--- config.mk ---
export PLATFORM = sky130hd
export DESIGN_NAME = pw_usb_packet_parser_flat
export DESIGN_NICKNAME = d
export VERILOG_FILES = /design/src/rtl/pw_usb_packet_parser_if.sv /design/src/rtl/pw_usb_packet_parser.sv /design/src/flat_wrapper.sv
export SDC_FILE = /design/constraint.sdc
export NUM_CORES = 1
export LEC_CHECK = 0
export BUFFER_PORTS_ARGS = -buffer_cell sky130_fd_sc_hd__buf_2
export CAP_MARGIN = 20
export CORE_MARGIN = 5
export CORE_UTILIZATION = 40
export DETAILED_ROUTE_END_ITERATION = 8
export PLACE_DENSITY = 0.61
export SYNTH_ARGS = -nofsm -noshare
export SYNTH_HDL_FRONTEND = slang
export SYNTH_SLANG_ARGS = --single-unit
--- constraint.sdc ---
create_clock -name fe_clk -period 2.6 [get_ports fe_clk]
set_input_delay 0.78 -clock fe_clk [delete_from_list [all_inputs] [get_ports fe_clk]]
set_output_delay 0.78 -clock fe_clk [all_outputs]
set_load 0.02 [all_outputs]
--- src/rtl/pw_usb_packet_parser_if.sv ---
// Byte-stream inputs and decoded-field outputs of the USB packet parser.
// master drives the byte stream, slave is the parser.
interface pw_usb_packet_parser_if;
  logic [7:0]  I_data;
  logic        I_data_wr;
  logic        I_rxactive;
  logic        I_enable;
  logic [3:0]  O_pid;
  logic        O_pid_valid;
  logic        O_pid_err;
  logic [6:0]  O_token_addr;
  logic [3:0]  O_token_endp;
  logic        O_token_valid;
  logic [10:0] O_frame_num;
  logic        O_sof;
  logic [10:0] O_byte_count;
  logic        O_pkt_done;
  logic        O_crc_err;
  logic [15:0] O_pkt_count;

  modport master (
    output I_data, I_data_wr, I_rxactive, I_enable,
    input  O_pid, O_pid_valid, O_pid_err, O_token_addr, O_token_endp,
           O_token_valid, O_frame_num, O_sof, O_byte_count, O_pkt_done,
           O_crc_err, O_pkt_count
  );

  modport slave (
    input  I_data, I_data_wr, I_rxactive, I_enable,
    output O_pid, O_pid_valid, O_pid_err, O_token_addr, O_token_endp,
           O_token_valid, O_frame_num, O_sof, O_byte_count, O_pkt_done,
           O_crc_err, O_pkt_count
  );
endinterface

--- src/rtl/pw_usb_packet_parser.sv ---
// USB packet parser: checks the PID byte, decodes token / SOF fields,
// counts bytes and packets and flags short or corrupt packets at end of packet.
// Optional feature macro: PW_CRC16_CHECK_EN adds a reflected CRC16 check of
// data packets (O_pid[1:0] == 2'b11); without it no CRC logic exists.
module pw_usb_packet_parser (
  input  logic                   fe_clk,
  input  logic                   reset_i,
  pw_usb_packet_parser_if.slave  bus
);
  typedef enum logic [2:0] {IDLE, PID, BODY, DROP, DONE} state_t;

  state_t      state;
  logic        rx_prev;
  logic [1:0]  body_cnt;       // body bytes seen, saturates at 2
  logic [7:0]  byte1;
  logic [3:0]  pid;
  logic        pid_valid;
  logic        pid_err;
  logic [6:0]  token_addr;
  logic [3:0]  token_endp;
  logic        token_valid;
  logic [10:0] frame_num;
  logic        sof;
  logic [10:0] byte_count;
  logic        pkt_done;
  logic        crc_err;
  logic [15:0] pkt_count;

  logic        rx_rise;
  logic        pid_ok;
  logic [3:0]  pkt_pid;
  logic [10:0] byte_count_inc;
  logic [1:0]  body_cnt_next;
  logic        body_short;
  logic        end_err;

  // rx_prev resets high so a packet already in flight at reset release is not seen as a new one
  assign rx_rise        = bus.I_rxactive & ~rx_prev;
  assign pid_ok         = (bus.I_data[7:4] == ~bus.I_data[3:0]);
  // In PID the packet type is the byte being accepted right now, not the stored PID
  assign pkt_pid        = (state == PID) ? bus.I_data[3:0] : pid;
  assign byte_count_inc = (byte_count == 11'd2047) ? byte_count : byte_count + 11'd1;
  assign body_short     = (body_cnt_next != 2'd2);

  // Body byte count including a strobe in the current cycle
  always_comb begin
    body_cnt_next = body_cnt;
    if (state == BODY && bus.I_data_wr && body_cnt != 2'd2)
      body_cnt_next = body_cnt + 2'd1;
  end

`ifdef PW_CRC16_CHECK_EN
  logic [15:0] crc;
  logic [15:0] crc_next;

  function automatic logic [15:0] crc16_byte(input logic [15:0] c, input logic [7:0] d);
    logic [15:0] r;
    r = c ^ {8'h00, d};
    for (int i = 0; i < 8; i++)
      r = r[0] ? ((r >> 1) ^ 16'hA001) : (r >> 1);
    return r;
  endfunction

  // CRC including a body byte arriving this cycle, so a final byte on the fall counts
  always_comb begin
    crc_next = crc;
    if (state == BODY && bus.I_data_wr)
      crc_next = crc16_byte(crc, bus.I_data);
  end
`endif

  // End-of-packet error: short token/SOF, plus short or bad-residue data when CRC is built
  always_comb begin
    end_err = (pkt_pid[1:0] == 2'b01) && body_short;
`ifdef PW_CRC16_CHECK_EN
    if (pkt_pid[1:0] == 2'b11)
      end_err = body_short || (crc_next != 16'hB001);
`endif
  end

  // Parser FSM with all outputs registered; pulses default low every cycle
  always_ff @(posedge fe_clk or posedge reset_i) begin
    if (reset_i) begin
      state       <= IDLE;
      rx_prev     <= 1'b1;
      body_cnt    <= 2'd0;
      byte1       <= 8'h00;
      pid         <= 4'h0;
      pid_valid   <= 1'b0;
      pid_err     <= 1'b0;
      token_addr  <= 7'h00;
      token_endp  <= 4'h0;
      token_valid <= 1'b0;
      frame_num   <= 11'h000;
      sof         <= 1'b0;
      byte_count  <= 11'h000;
      pkt_done    <= 1'b0;
      crc_err     <= 1'b0;
      pkt_count   <= 16'h0000;
`ifdef PW_CRC16_CHECK_EN
      crc         <= 16'hFFFF;
`endif
    end else begin
      rx_prev     <= bus.I_rxactive;
      pid_valid   <= 1'b0;
      pid_err     <= 1'b0;
      token_valid <= 1'b0;
      sof         <= 1'b0;
      pkt_done    <= 1'b0;
      crc_err     <= 1'b0;
      if (!bus.I_enable) begin
        state <= IDLE;
      end else begin
        case (state)
          IDLE: begin
            if (rx_rise) begin
              state      <= PID;
              byte_count <= 11'h000;
              body_cnt   <= 2'd0;
`ifdef PW_CRC16_CHECK_EN
              crc        <= 16'hFFFF;
`endif
            end
          end
          PID: begin
            if (bus.I_data_wr) begin
              byte_count <= byte_count_inc;
              if (pid_ok) begin
                pid       <= bus.I_data[3:0];
                pid_valid <= 1'b1;
                if (!bus.I_rxactive) begin
                  state     <= DONE;
                  pkt_done  <= 1'b1;
                  crc_err   <= end_err;
                  pkt_count <= pkt_count + 16'd1;
                end else begin
                  state <= BODY;
                end
              end else begin
                pid_err <= 1'b1;
                state   <= bus.I_rxactive ? DROP : IDLE;
              end
            end else if (!bus.I_rxactive) begin
              state <= IDLE;
            end
          end
          BODY: begin
            if (bus.I_data_wr) begin
              byte_count <= byte_count_inc;
              body_cnt   <= body_cnt_next;
              if (body_cnt == 2'd0)
                byte1 <= bus.I_data;
              if (body_cnt == 2'd1) begin
                if (pid == 4'b0101) begin
                  frame_num <= {bus.I_data[2:0], byte1};
                  sof       <= 1'b1;
                end else if (pid[1:0] == 2'b01) begin
                  token_addr  <= byte1[6:0];
                  token_endp  <= {bus.I_data[2:0], byte1[7]};
                  token_valid <= 1'b1;
                end
              end
            end
`ifdef PW_CRC16_CHECK_EN
            crc <= crc_next;
`endif
            if (!bus.I_rxactive) begin
              state     <= DONE;
              pkt_done  <= 1'b1;
              crc_err   <= end_err;
              pkt_count <= pkt_count + 16'd1;
            end
          end
          DROP: if (!bus.I_rxactive) state <= IDLE;
          DONE: state <= IDLE;
          default: state <= IDLE;
        endcase
      end
    end
  end

  assign bus.O_pid         = pid;
  assign bus.O_pid_valid   = pid_valid;
  assign bus.O_pid_err     = pid_err;
  assign bus.O_token_addr  = token_addr;
  assign bus.O_token_endp  = token_endp;
  assign bus.O_token_valid = token_valid;
  assign bus.O_frame_num   = frame_num;
  assign bus.O_sof         = sof;
  assign bus.O_byte_count  = byte_count;
  assign bus.O_pkt_done    = pkt_done;
  assign bus.O_crc_err     = crc_err;
  assign bus.O_pkt_count   = pkt_count;
endmodule

--- src/flat_wrapper.sv ---
// flat-port wrapper written by rule: the top's interface ports become plain ports
module pw_usb_packet_parser_flat 
  (fe_clk, reset_i, bus_I_data, bus_I_data_wr, bus_I_rxactive, bus_I_enable, bus_O_pid, bus_O_pid_valid, bus_O_pid_err, bus_O_token_addr, bus_O_token_endp, bus_O_token_valid, bus_O_frame_num, bus_O_sof, bus_O_byte_count, bus_O_pkt_done, bus_O_crc_err, bus_O_pkt_count);
  pw_usb_packet_parser_if bus_i ();
  input  logic fe_clk;
  input  logic reset_i;
  input wire logic [$bits(bus_i.I_data)-1:0] bus_I_data;
  input wire logic [$bits(bus_i.I_data_wr)-1:0] bus_I_data_wr;
  input wire logic [$bits(bus_i.I_rxactive)-1:0] bus_I_rxactive;
  input wire logic [$bits(bus_i.I_enable)-1:0] bus_I_enable;
  output wire logic [$bits(bus_i.O_pid)-1:0] bus_O_pid;
  output wire logic [$bits(bus_i.O_pid_valid)-1:0] bus_O_pid_valid;
  output wire logic [$bits(bus_i.O_pid_err)-1:0] bus_O_pid_err;
  output wire logic [$bits(bus_i.O_token_addr)-1:0] bus_O_token_addr;
  output wire logic [$bits(bus_i.O_token_endp)-1:0] bus_O_token_endp;
  output wire logic [$bits(bus_i.O_token_valid)-1:0] bus_O_token_valid;
  output wire logic [$bits(bus_i.O_frame_num)-1:0] bus_O_frame_num;
  output wire logic [$bits(bus_i.O_sof)-1:0] bus_O_sof;
  output wire logic [$bits(bus_i.O_byte_count)-1:0] bus_O_byte_count;
  output wire logic [$bits(bus_i.O_pkt_done)-1:0] bus_O_pkt_done;
  output wire logic [$bits(bus_i.O_crc_err)-1:0] bus_O_crc_err;
  output wire logic [$bits(bus_i.O_pkt_count)-1:0] bus_O_pkt_count;
  assign bus_i.I_data = bus_I_data;
  assign bus_i.I_data_wr = bus_I_data_wr;
  assign bus_i.I_rxactive = bus_I_rxactive;
  assign bus_i.I_enable = bus_I_enable;
  assign bus_O_pid = bus_i.O_pid;
  assign bus_O_pid_valid = bus_i.O_pid_valid;
  assign bus_O_pid_err = bus_i.O_pid_err;
  assign bus_O_token_addr = bus_i.O_token_addr;
  assign bus_O_token_endp = bus_i.O_token_endp;
  assign bus_O_token_valid = bus_i.O_token_valid;
  assign bus_O_frame_num = bus_i.O_frame_num;
  assign bus_O_sof = bus_i.O_sof;
  assign bus_O_byte_count = bus_i.O_byte_count;
  assign bus_O_pkt_done = bus_i.O_pkt_done;
  assign bus_O_crc_err = bus_i.O_crc_err;
  assign bus_O_pkt_count = bus_i.O_pkt_count;
  pw_usb_packet_parser u_core (.fe_clk(fe_clk), .reset_i(reset_i), .bus(bus_i));
endmodule
==> qor.txt, run 1 <==
Status -> finished clean
Final period utilization -> 79.9%
DRC -> 0
Leakage -> 0.00204 uW
Slowest CP cell -> or3_1
Chip width -> 99.9 um
Wire length on met2 -> 3.12 mm
Setup TNS -> 0 ns
CTS Buf Count -> 9
Vias in the first global route -> 2296
Initial Util -> 41.4%
Post-CTS Setup Bufs -> 0
Clock Sinks -> 73
Cells along the critical path -> buf_2 -> xor2_1 -> nand4_1 -> or3_1 -> mux2_2
Most common cell after layout, fill and taps aside -> dfrtp_1
Root Buffer -> clkbuf_8
Antenna Nets Post-Route -> 0
Worst clock skew -> 0.00658 ns
Crit path launch type -> input pin
Crit path max fanout -> 6
Via count -> 2394
Ant diodes -> 0
Final estimated routing congestion in global placement -> 0.778
EDFF count, synth -> 0
CTS tree -> done
Initial DRC count -> 68
Mapped Area -> 0.00324 mm2
Largest net degree at the start of global routing -> 31
Final Setup Violations -> 0
Port bufs -> 71
Total Routed Length -> 6.95 mm
Critical Path AT -> 2.30 ns
Highest metal used -> met4
Minimum clock period -> 2.08 ns
Synth Net Count -> 288
Cells after Synth -> 270
Largest buffer count on any clock path -> 2
WP data required -> 2.82 ns
P per Cell Area -> 595 mW/mm2
Fillcell total -> 734
Core area -> 0.00781 mm2
Dpl hpwl -> 5.07 mm
Ys flop type -> dfrtp_1
Number of library cell types mapped by synthesis -> 44
Most frequent cells in the layout -> dfrtp_1 (72), buf_2 (71), mux2_2 (32)
Share of cells above drive strength 1 -> 37.4%
CP Class -> input pin to flip-flop
Worst-margin pin slew -> 0.632 ns
IO Pins -> 72
Global Route Usage Sum -> 14.4%
Max-cap violations -> 0
Die area -> 0.00999 mm2
Final Hold Viols -> 0
Avg Inst Size Synth -> 12.0 um2
DR vias/cell -> 5.20
RSZ-0062 raised after global routing -> false
Cts hold-fix bufs -> 0
Grt total ovfl -> 0
Average wire per standard cell -> 15.1 um
Hold_ws -> 0.471 ns
#FFs+latches synth -> 73
Met3 routed WL -> 475 um
First-pass GRT wire length -> 11.6 mm
Initial antenna violation count -> 0
Layout Nets -> 372
Die Height -> 99.9 um
VDD IR max -> 0.503 mV
Post-synth ARST share -> 100%
CTS H-tree lvls -> 3
Max Freq -> 482 MHz
Slew HR -> 57.8%
Area Growth Syn to Fin -> 21.8%
Metal-1 WL -> 3.31 mm
Clk pin slew, worst setup/hold paths -> 0.08 ns
Seq/Total Area, Yosys -> 56.5%
Yosys warning count -> 0
PostCTS Resize Cnt -> 0
Peak per-stage delay on the critical path -> 0.58 ns
Slew Viols, Final -> 0
Worst Setup End Kind -> flip-flop
Rows -> 32
Later-pin clock latency in the skew report -> 0.34 ns
DR pass1 iterations -> 4
Worst Hold Class -> flip-flop to flip-flop
-- sequential cells by signal (all words and copies together) (netlist names) --
| signal | cells |
|---|---|
| u_core.bus.O_token_addr | 7 |
| u_core.state | 3 |
| u_core.byte1 | 8 |
| u_core.rx_prev | 1 |
| u_core.bus.O_sof | 1 |
| u_core.bus.O_pkt_done | 1 |
| u_core.bus.O_token_endp | 4 |
| u_core.bus.O_pkt_count | 16 |
| u_core.bus.O_frame_num | 11 |
| u_core.bus.O_token_valid | 1 |
| u_core.bus.O_pid_err | 1 |
| u_core.bus.O_pid_valid | 1 |
| u_core.body_cnt | 2 |
| u_core.bus.O_byte_count | 11 |
| u_core.bus.O_pid | 4 |
| u_core.bus.O_crc_err | 1 |
-- path summary, 6_finish.rpt --
| kind | from | to | slack, ns | cells past startpoint |
|---|---|---|---|---|
| setup / recovery | bus_I_data[0] | u_core.bus.O_pid[2]$_DFFE_PP0P_ | 0.52 | 5 |
| hold / removal | u_core.bus.O_pkt_count[15]$_DFFE_PP0P_ | u_core.bus.O_pkt_count[15]$_DFFE_PP0P_ | 0.47 | 1 |
| setup reg to reg | u_core.bus.O_byte_count[0]$_DFFE_PP0P_ | u_core.bus.O_byte_count[4]$_DFFE_PP0P_ | 0.60 | 6 |
| hold reg to reg | u_core.bus.O_pkt_count[15]$_DFFE_PP0P_ | u_core.bus.O_pkt_count[15]$_DFFE_PP0P_ | 0.47 | 1 |
| max in group asynchronous | reset_i | u_core.body_cnt[0]$_DFFE_PP0P_ | 1.46 | 3 |
| min in group asynchronous | reset_i | u_core.bus.O_token_addr[0]$_DFFE_PP0P_ | 0.51 | 2 |
-- cell families after synthesis --
group                    after synthesis  synth area share [%]
adder cells (fa/ha/maj)                5                  1.93
multiplexers                          32                  11.1
XOR/XNOR                              19                  5.14
flip-flops                            73                  56.5
AND/OR/NAND/NOR                       87                  14.9
AO/OA/AOI/OAI                         37                  7.93
buffers and inverters                 17                  2.47
-- worst max-delay path: cells and delay by family --
family	cells	cell delay, ns
AND/OR/NAND/NOR	2	0.87
multiplexers	1	0.32
buffers and inverters	1	0.16
XOR/XNOR	1	0.16
-- routing by layer --
metal | up-vias | GRT usage, %
met5 | - | 0
met4 | 0 | 3.78
met3 | 7 | 4.52
met2 | 62 | 21.3
met1 | 1197 | 20.5
li1 | 1128 | -
-- Yosys cell counts, types with 3 or more instances --
| library cell | number | area [um2] |
|---|---|---|
| ha_1 | 5 | 62.6 |
| o21ai_0 | 11 | 55.1 |
| xnor2_1 | 6 | 52.6 |
| inv_1 | 13 | 48.8 |
| nand2_1 | 20 | 75.1 |
| nand2b_1 | 3 | 18.8 |
| nor3_1 | 7 | 35.0 |
| nand4_1 | 10 | 62.6 |
| dfrtp_1 | 72 | 1800 |
| mux2_2 | 32 | 360 |
| nand3_1 | 10 | 50.1 |
| and3_1 | 3 | 18.8 |
| nand3b_1 | 3 | 22.5 |
| a21o_1 | 3 | 22.5 |
| nor2_1 | 12 | 45.0 |
| a21oi_1 | 9 | 45.0 |
| or3_1 | 4 | 25.0 |
| xor2_1 | 13 | 114 |
| o31ai_1 | 3 | 22.5 |
-- area by class of cell --
| class | count | area [um2] | area share, % |
|---|---|---|---|
| Tap cell | 102 | 128 | 3.24 |
| Timing Repair Buffer | 77 | 413 | 10.5 |
| Inverter | 13 | 52.6 | 1.33 |
| Multi-Input combinational cell | 180 | 1330 | 33.7 |
| Clock inverter | 5 | 56.3 | 1.43 |
| Clock buffer | 10 | 138 | 3.49 |
| Sequential cell | 73 | 1830 | 46.4 |
-- power breakdown --
part           internal (uW)  switching (uW)
registers               1180            55.6
logic                   84.3             141
clock network            462             420
-- per-stage QoR --
| stage | cell area (um2) | std cells | util, % | setup WS (ns) | total power [uW] |
|---|---|---|---|---|---|
| 6_report | 3940 | 460 | 50.5 | 0.523 | 2350 |
| 5_1_grt | 3940 | 460 | 50.5 | 0.466 | 2460 |
| 2_1_floorplan | 3240 | 270 | - | 0.511 | 1390 |
| 3_3_place_gp | 3750 | 445 | 48.0 | 0.245 | 1480 |
| 3_5_place_dp | 3750 | 445 | 48.0 | 0.206 | 1490 |
| 4_1_cts | 3940 | 460 | 50.5 | 0.560 | 2370 |
Power figures use the tool's default switching activity.
==> inputs of run 2 (changes only) <==
--- a/config.mk
+++ b/config.mk
@@ -5,12 +5,13 @@
 export SDC_FILE = /design/constraint.sdc
 export NUM_CORES = 1
 export LEC_CHECK = 0
+export ABC_AREA = 1
 export BUFFER_PORTS_ARGS = -buffer_cell sky130_fd_sc_hd__buf_2
 export CAP_MARGIN = 20
 export CORE_MARGIN = 5
 export CORE_UTILIZATION = 40
 export DETAILED_ROUTE_END_ITERATION = 8
-export PLACE_DENSITY = 0.61
+export PLACE_DENSITY = 0.58
 export SYNTH_ARGS = -nofsm -noshare
 export SYNTH_HDL_FRONTEND = slang
 export SYNTH_SLANG_ARGS = --single-unit
==> constraint.sdc (replaced) <==
create_clock -name fe_clk -period 2 [get_ports fe_clk]
set_input_delay 0.6 -clock fe_clk [delete_from_list [all_inputs] [get_ports fe_clk]]
set_output_delay 0.6 -clock fe_clk [all_outputs]
set_load 0.02 [all_outputs]
==> qor.txt, run 2 <==
Status -> finished clean
Largest buffer count on any clock path -> 2 (unchanged)
Buf+Inv Stages, Crit Path -> 2 (+1)
Critical Path AT -> 2.09 ns (-0.21 ns)
Dpl hpwl -> 6.48 mm (+28%)
WP data required -> 2.23 ns (-0.59 ns)
Synth Area in XOR/XNOR -> 2.95% (-2.2 points)
Die Height -> 108 um (+8.3%)
Final Setup Violations -> 0 (unchanged)
Peak per-stage delay on the critical path -> 0.50 ns (-0.08 ns)
Finished Core Util -> 48.7% (-1.8 points)
Non-filler cells in the finished layout -> 679 (+48%)
Rows -> 35 (+9.4%)
Avg Inst Size Synth -> 8.25 um2 (-31%)
Core area -> 0.00933 mm2 (+19%)
Final instance area -> 0.00455 mm2 (+15%)
DR pass1 iterations -> 4 (unchanged)
Placed cells -> 664 (+49%)
DR vias/cell -> 4.67 (-10%)
Placed Area -> 0.00435 mm2 (+16%)
Leakage -> 0.00246 uW (+21%)
Post-Synth Simple-Gate Area -> 30.6% (+16 points)
Most common cell after layout, fill and taps aside -> nand2_1
Top cells by count, synth -> nand2_1 (163), dfrtp_1 (72), inv_1 (52), nand3_1 (33)
DRC -> 0 (unchanged)
RSZ-0062 raised after global routing -> false
CTS Buf Count -> 9 (unchanged)
Number of library cell types mapped by synthesis -> 32 (-27%)
Clock Sinks -> 73 (unchanged)
Max-cap violations -> 0 (unchanged)
Register-to-Register Path Depth -> 7 (+1)
Post-synthesis mux area share -> 0% (-11 points)
Die area -> 0.0117 mm2 (+17%)
Worst clock skew -> 0.0109 ns (+0.00428 ns)
P per Cell Area -> 720 mW/mm2 (+21%)
Synth Net Count -> 486 (+69%)
Initial antenna violation count -> 0 (unchanged)
Final Hold Viols -> 0 (unchanged)
Largest net degree at the start of global routing -> 25 (-19%)
Slowest CP cell -> nor4_1
Synth Area in Compound Gates -> 9.50% (+1.6 points)
Final estimated routing congestion in global placement -> 0.860 (+11%)
Crit path launch type -> flip-flop
Dominant cells by area after synthesis -> dfrtp_1 (47%), nand2_1 (16%), o21ai_2 (5.9%), inv_1 (5.1%), nand3_1 (4.3%)
Synth top area share -> 46.7% (-9.0 points)
Mapped Area -> 0.00386 mm2 (+19%)
Area Growth Syn to Fin -> 17.8%
Clk pin slew, worst setup/hold paths -> 0.08 ns (about the same)
Number of flip-flops in the largest register -> 16 (unchanged)
Slew HR -> 63.8% (+6.0 points)
EDFF count, synth -> 0 (unchanged)
Setup slack, reg-to-reg -> 0.14 ns (-0.46 ns)
Post-CTS Setup Bufs -> 0 (unchanged)
CTS H-tree lvls -> 3 (unchanged)
Initial Util -> 41.4% (-0.061 points)
Max Freq -> 538 MHz
Share of cells above drive strength 1 -> 25.6% (-12 points)
CP Class -> flip-flop to flip-flop
#FFs+latches synth -> 73 (unchanged)
Cells after Synth -> 468 (+73%)
Largest family of logic cells by synthesized area -> simple AND/OR/NAND/NOR gates
Port bufs -> 71 (unchanged)
Ys flop type -> dfrtp_1
Vias in the first global route -> 3091 (+35%)
Worst path most repeated cell -> inv_1
Synth Area in Adders -> 1.62% (-0.31 points)
Worst-margin pin slew -> 0.539 ns (-0.0929 ns)
Storage cell area -> 0.00183 mm2 (unchanged)
IO Pins -> 72 (unchanged)
Most common cell in the netlist -> nand2_1
Chip width -> 108 um (+8.3%)
Slew Viols, Final -> 0 (unchanged)
Yosys warning count -> 0 (unchanged)
RR Startpoint -> u_core.body_cnt[1]$_DFFE_PP0P_
Grt total ovfl -> 0 (unchanged)
Final period utilization -> 92.9%
Cells along the critical path -> inv_1 -> ha_1 -> inv_1 -> nor4_1 -> nand2_4 -> nand2_1 -> o21ai_2
CTS tree -> done
Worst Setup End Kind -> flip-flop
Setup TNS -> 0 ns (unchanged)
Later-pin clock latency in the skew report -> 0.35 ns (about the same)
Fillcell total -> 929 (+27%)
Synth area leader -> dfrtp_1
Crit path max fanout -> 23 (+17)
Seq/Total Area, Yosys -> 47.4% (-9.1 points)
First-pass GRT wire length -> 15.4 mm (+33%)
Layout Nets -> 564 (+52%)
Post-synth ARST share -> 100% (unchanged)
Critical R2R Capture -> u_core.bus.O_frame_num[4]$_DFFE_PP0P_
Total Routed Length -> 8.82 mm (+27%)
Most frequent cells in the layout -> nand2_1 (163), dfrtp_1 (72), buf_2 (71)
Average wire per standard cell -> 13.0 um (-14%)
Minimum clock period -> 1.86 ns
VDD IR max -> 0.424 mV (-16%)
Top Family by Delay on Critical Path -> simple AND/OR/NAND/NOR gates
Root Buffer -> clkbuf_8
Global Route Usage Sum -> 16.4% (+2.0 points)
Antenna Nets Post-Route -> 0 (unchanged)
Via count -> 3171 (+32%)
Multi-input gate area -> 0.00173 mm2 (+30%)
Ant diodes -> 0 (unchanged)
Worst Hold Class -> input pin to async pin
Initial DRC count -> 94 (+38%)
run 2: cell count changes in the layout (fill, tap and decap cells not counted), moves of 4 or more:
cell	delta
nand2_1	+143
nor3_1	-4
nand2_4	+8
nand3_1	+23
inv_1	+39
or3_1	-4
mux2_2	-32
xor2_1	-5
o21ai_2	+26
nor2_1	+14
run 2: cell families (layout without fill, tap and decap cells):
| family | count (synthesis) | count (layout) |
|---|---|---|
| fa+ha+maj | 5 | 5 |
| xor+xnor | 13 | 13 |
| simple gates | 260 | 260 |
| buf+inv | 65 | 147 |
| compound gates | 52 | 52 |
| flops | 73 | 73 |
run 2: repair_timing:
action / 4_1_cts / 5_1_grt
gates resized for setup: 0 / 1
endpoints found under the setup margin: 0 / 1
hold buffers: 0 / 0
run 2: power by group:
| group | leakage [uW] | switching, uW | internal (uW) |
|---|---|---|---|
| combinational | 0.00136 | 315 | 152 |
| sequential | 0.00100 | 85.8 | 1550 |
| clock | 0.0000957 | 590 | 576 |
| total | 0.00246 | 991 | 2280 |
run 2: cell type report:
type / count / area share [%]
repair buffers: 77 / 9.36
clock buffers: 9 / 2.72
multi-input cells: 330 / 38.0
inverters: 55 / 4.62
well taps: 129 / 3.55
clock inverters: 6 / 1.51
flip-flops and latches: 73 / 40.2
run 2: worst reg2reg max path, cell delays in order, from the launching register on:
cell	delay [ns]
dfrtp_1	0.40
inv_1	0.10
ha_1	0.15
inv_1	0.05
nor4_1	0.50
nand2_4	0.32
nand2_1	0.16
o21ai_2	0.06
run 2: routing by layer:
layer / track usage (%) / wire (um) / up-vias
li1: - / - / 1646
met1: 23.4 / 4450 / 1466
met2: 25.0 / 3960 / 50
met3: 4.24 / 306 / 9
met4: 3.79 / 102 / 0
met5: 0 / 0 / -
run 2: worst max-delay path by stage:
stage,start,endpoint,slack [ns],cells past startpoint
3_3_place_gp,bus_I_data[2],u_core.bus.O_pkt_count[15]$_DFFE_PP0P_,0.20,9
3_5_place_dp,bus_I_data[2],u_core.bus.O_pkt_count[13]$_DFFE_PP0P_,0.17,9
4_1_cts,u_core.body_cnt[1]$_DFFE_PP0P_,u_core.bus.O_frame_num[4]$_DFFE_PP0P_,0.14,7
2_1_floorplan,u_core.bus.O_byte_count[0]$_DFFE_PP0P_,u_core.bus.O_byte_count[2]$_DFFE_PP0P_,0.33,9
6_report,u_core.body_cnt[1]$_DFFE_PP0P_,u_core.bus.O_frame_num[4]$_DFFE_PP0P_,0.14,7
5_1_grt,u_core.body_cnt[1]$_DFFE_PP0P_,u_core.bus.O_frame_num[7]$_DFFE_PP0P_,0.01,7
run 2: stage by stage:
step	hold WS [ns]	total power [uW]	setup slack (ns)
2_1_floorplan	0.455	1990	0.331
3_3_place_gp	0.463	2130	0.203
3_5_place_dp	0.465	2140	0.169
4_1_cts	0.274	3320	0.140
5_1_grt	0.296	3450	0.0102
6_report	0.269	3270	0.141
==> inputs of run 3 (changes only) <==
--- a/config.mk
+++ b/config.mk
@@ -12,6 +12,7 @@
 export CORE_UTILIZATION = 40
 export DETAILED_ROUTE_END_ITERATION = 8
 export PLACE_DENSITY = 0.58
+export REMOVE_ABC_BUFFERS = 1
 export SYNTH_ARGS = -nofsm -noshare
 export SYNTH_HDL_FRONTEND = slang
 export SYNTH_SLANG_ARGS = --single-unit
==> constraint.sdc (replaced) <==
create_clock -name fe_clk -period 2.3 [get_ports fe_clk]
set_input_delay 0.69 -clock fe_clk [delete_from_list [all_inputs] [get_ports fe_clk]]
set_output_delay 0.69 -clock fe_clk [all_outputs]
set_load 0.02 [all_outputs]
==> qor.txt, run 3 (synthesized netlist as in run 2, its figures left out) <==
Worst-margin pin slew -> 0.467 ns (-0.0714 ns)
Worst clock skew -> 0.0123 ns (+0.00142 ns)
Worst path most repeated cell -> inv_1
IO Pins -> 72 (unchanged)
Critical Path AT -> 2.01 ns (-0.08 ns)
Grt total ovfl -> 0 (unchanged)
Worst Hold Class -> input pin to async pin
Initial antenna violation count -> 0 (unchanged)
Chip width -> 108 um (unchanged)
Cts hold-fix bufs -> 0 (unchanged)
Cells along the critical path -> inv_1 -> ha_1 -> inv_1 -> nor4_1 -> nand2_4 -> nand2_1 -> o21ai_2
Area Growth Syn to Fin -> 16.5%
Buf+Inv Stages, Crit Path -> 2 (unchanged)
Final Setup Violations -> 0 (unchanged)
VDD IR max -> 0.386 mV (-9.0%)
Later-pin clock latency in the skew report -> 0.35 ns (about the same)
Final period utilization -> 77.0% (-16 points)
Pre-CTS setup slack -> 0.302 ns (+0.133 ns)
P per Cell Area -> 634 mW/mm2 (-12%)
Layout Nets -> 559 (-0.89%)
Root Buffer -> clkbuf_8
Fin worst setup slack -> 0.529 ns (+0.388 ns)
Antenna Nets Post-Route -> 0 (unchanged)
Multi-input gate area -> 0.00172 mm2 (-0.29%)
CTS Buf Count -> 9 (unchanged)
Core area -> 0.00933 mm2 (unchanged)
Slowest CP cell -> nor4_1
CP Class -> flip-flop to flip-flop
CTS tree -> done
Dpl hpwl -> 6.20 mm (-4.2%)
Post-CTS Setup Bufs -> 0 (unchanged)
Global Route Usage Sum -> 15.7% (-0.69 points)
DR vias/cell -> 4.73 (+1.4%)
Hold_ws -> 0.394 ns (+0.125 ns)
DRC -> 0 (unchanged)
First-pass GRT wire length -> 14.8 mm (-3.8%)
Total Routed Length -> 8.59 mm (-2.7%)
Max Freq -> 565 MHz (+5.0%)
Peak per-stage delay on the critical path -> 0.44 ns (-0.06 ns)
PostCTS Resize Cnt -> 0 (unchanged)
Setup slack, reg-to-reg -> 0.53 ns (+0.39 ns)
Die area -> 0.0117 mm2 (unchanged)
Die Height -> 108 um (unchanged)
Leakage -> 0.00244 uW (-0.89%)
Most common cell after layout, fill and taps aside -> nand2_1
Slew Viols, Final -> 0 (unchanged)
CTS H-tree lvls -> 3 (unchanged)
Fillcell total -> 922 (-0.75%)
Clk pin slew, worst setup/hold paths -> 0.08 ns (about the same)
Finished Core Util -> 48.2% (-0.54 points)
Initial DRC count -> 125 (+33%)
Storage cell area -> 0.00183 mm2 (unchanged)
Via count -> 3196 (+0.79%)
Most frequent cells in the layout -> nand2_1 (163), dfrtp_1 (72), buf_2 (71)
Vias in the first global route -> 3134 (+1.4%)
Port bufs -> 71 (unchanged)
Largest net degree at the start of global routing -> 74 (+200%)
WP data required -> 2.54 ns (+0.31 ns)
Clock Sinks -> 73 (unchanged)
Crit path max fanout -> 23 (unchanged)
Final Hold Viols -> 0 (unchanged)
Worst Setup End Kind -> flip-flop
Slew HR -> 68.6% (+4.8 points)
Final estimated routing congestion in global placement -> 0.821 (-4.5%)
Minimum clock period -> 1.77 ns (-0.0881 ns)
Status -> finished clean
DR pass1 iterations -> 4 (unchanged)
Average wire per standard cell -> 12.7 um (-2.1%)
RSZ-0062 raised after global routing -> false
Max-cap violations -> 0 (unchanged)
Ant diodes -> 0 (unchanged)
Share of cells above drive strength 1 -> 25.1% (-0.54 points)
Number of flip-flops in the largest register -> 16 (unchanged)
Largest buffer count on any clock path -> 2 (unchanged)
Initial Util -> 41.4% (unchanged)
Top Family by Delay on Critical Path -> simple AND/OR/NAND/NOR gates
Rows -> 35 (unchanged)
Crit path launch type -> flip-flop
-- run 3: report_power, final --
part / switching [uW] / leakage [uW] / internal (uW)
Sequential: 76.0 / 0.00100 / 1350
Clock: 522 / 0.000100 / 510
Combinational: 270 / 0.00133 / 122
Total: 868 / 0.00244 / 1980
-- run 3: layout make-up --
cell class	count	area share (%)
Sequential cell	73	40.7
Multi-Input combinational cell	330	38.3
Timing Repair Buffer	72	8.35
Inverter	55	4.59
Tap cell	129	3.59
Clock buffer	9	2.75
Clock inverter	7	1.73
-- run 3: metal layers --
layer	vias up	wire length (um)	GRT usage, %
met4	0	127	5.32
met2	51	3940	24.9
met5	-	0	0
met1	1501	4180	21.4
met3	11	342	3.28
li1	1633	-	-
-- run 3: path summary, 6_finish.rpt --
path | start | endpoint | depth (start not counted)
max | u_core.body_cnt[1]$_DFFE_PP0P_ | u_core.bus.O_frame_num[7]$_DFFE_PP0P_ | 7
min | reset_i | u_core.bus.O_token_addr[6]$_DFFE_PP0P_ | 3
max reg2reg | u_core.body_cnt[1]$_DFFE_PP0P_ | u_core.bus.O_frame_num[7]$_DFFE_PP0P_ | 7
min reg2reg | u_core.bus.O_token_addr[6]$_DFFE_PP0P_ | u_core.bus.O_token_addr[6]$_DFFE_PP0P_ | 2
max in group asynchronous | reset_i | u_core.rx_prev$_DFF_PP1_ | 3
min in group fe_clk | u_core.bus.O_token_addr[6]$_DFFE_PP0P_ | u_core.bus.O_token_addr[6]$_DFFE_PP0P_ | 2
-- run 3: worst min-delay path, stage by stage --
cell	delay, ns
buf_2	0.10
inv_2	0.06
buf_12	0.31
-- run 3: stage by stage --
| stage | instance area (um2) | TNS, ns | power, uW | std cells |
|---|---|---|---|---|
| floorplan | 3760 | -17.40 | 1710 | 458 |
| global placement | 4300 | 0 | 1840 | 659 |
| detailed placement | 4300 | 0 | 1850 | 659 |
| CTS | 4500 | 0 | 2890 | 675 |
| global route | 4500 | 0 | 3010 | 675 |
| finish | 4500 | 0 | 2850 | 675 |
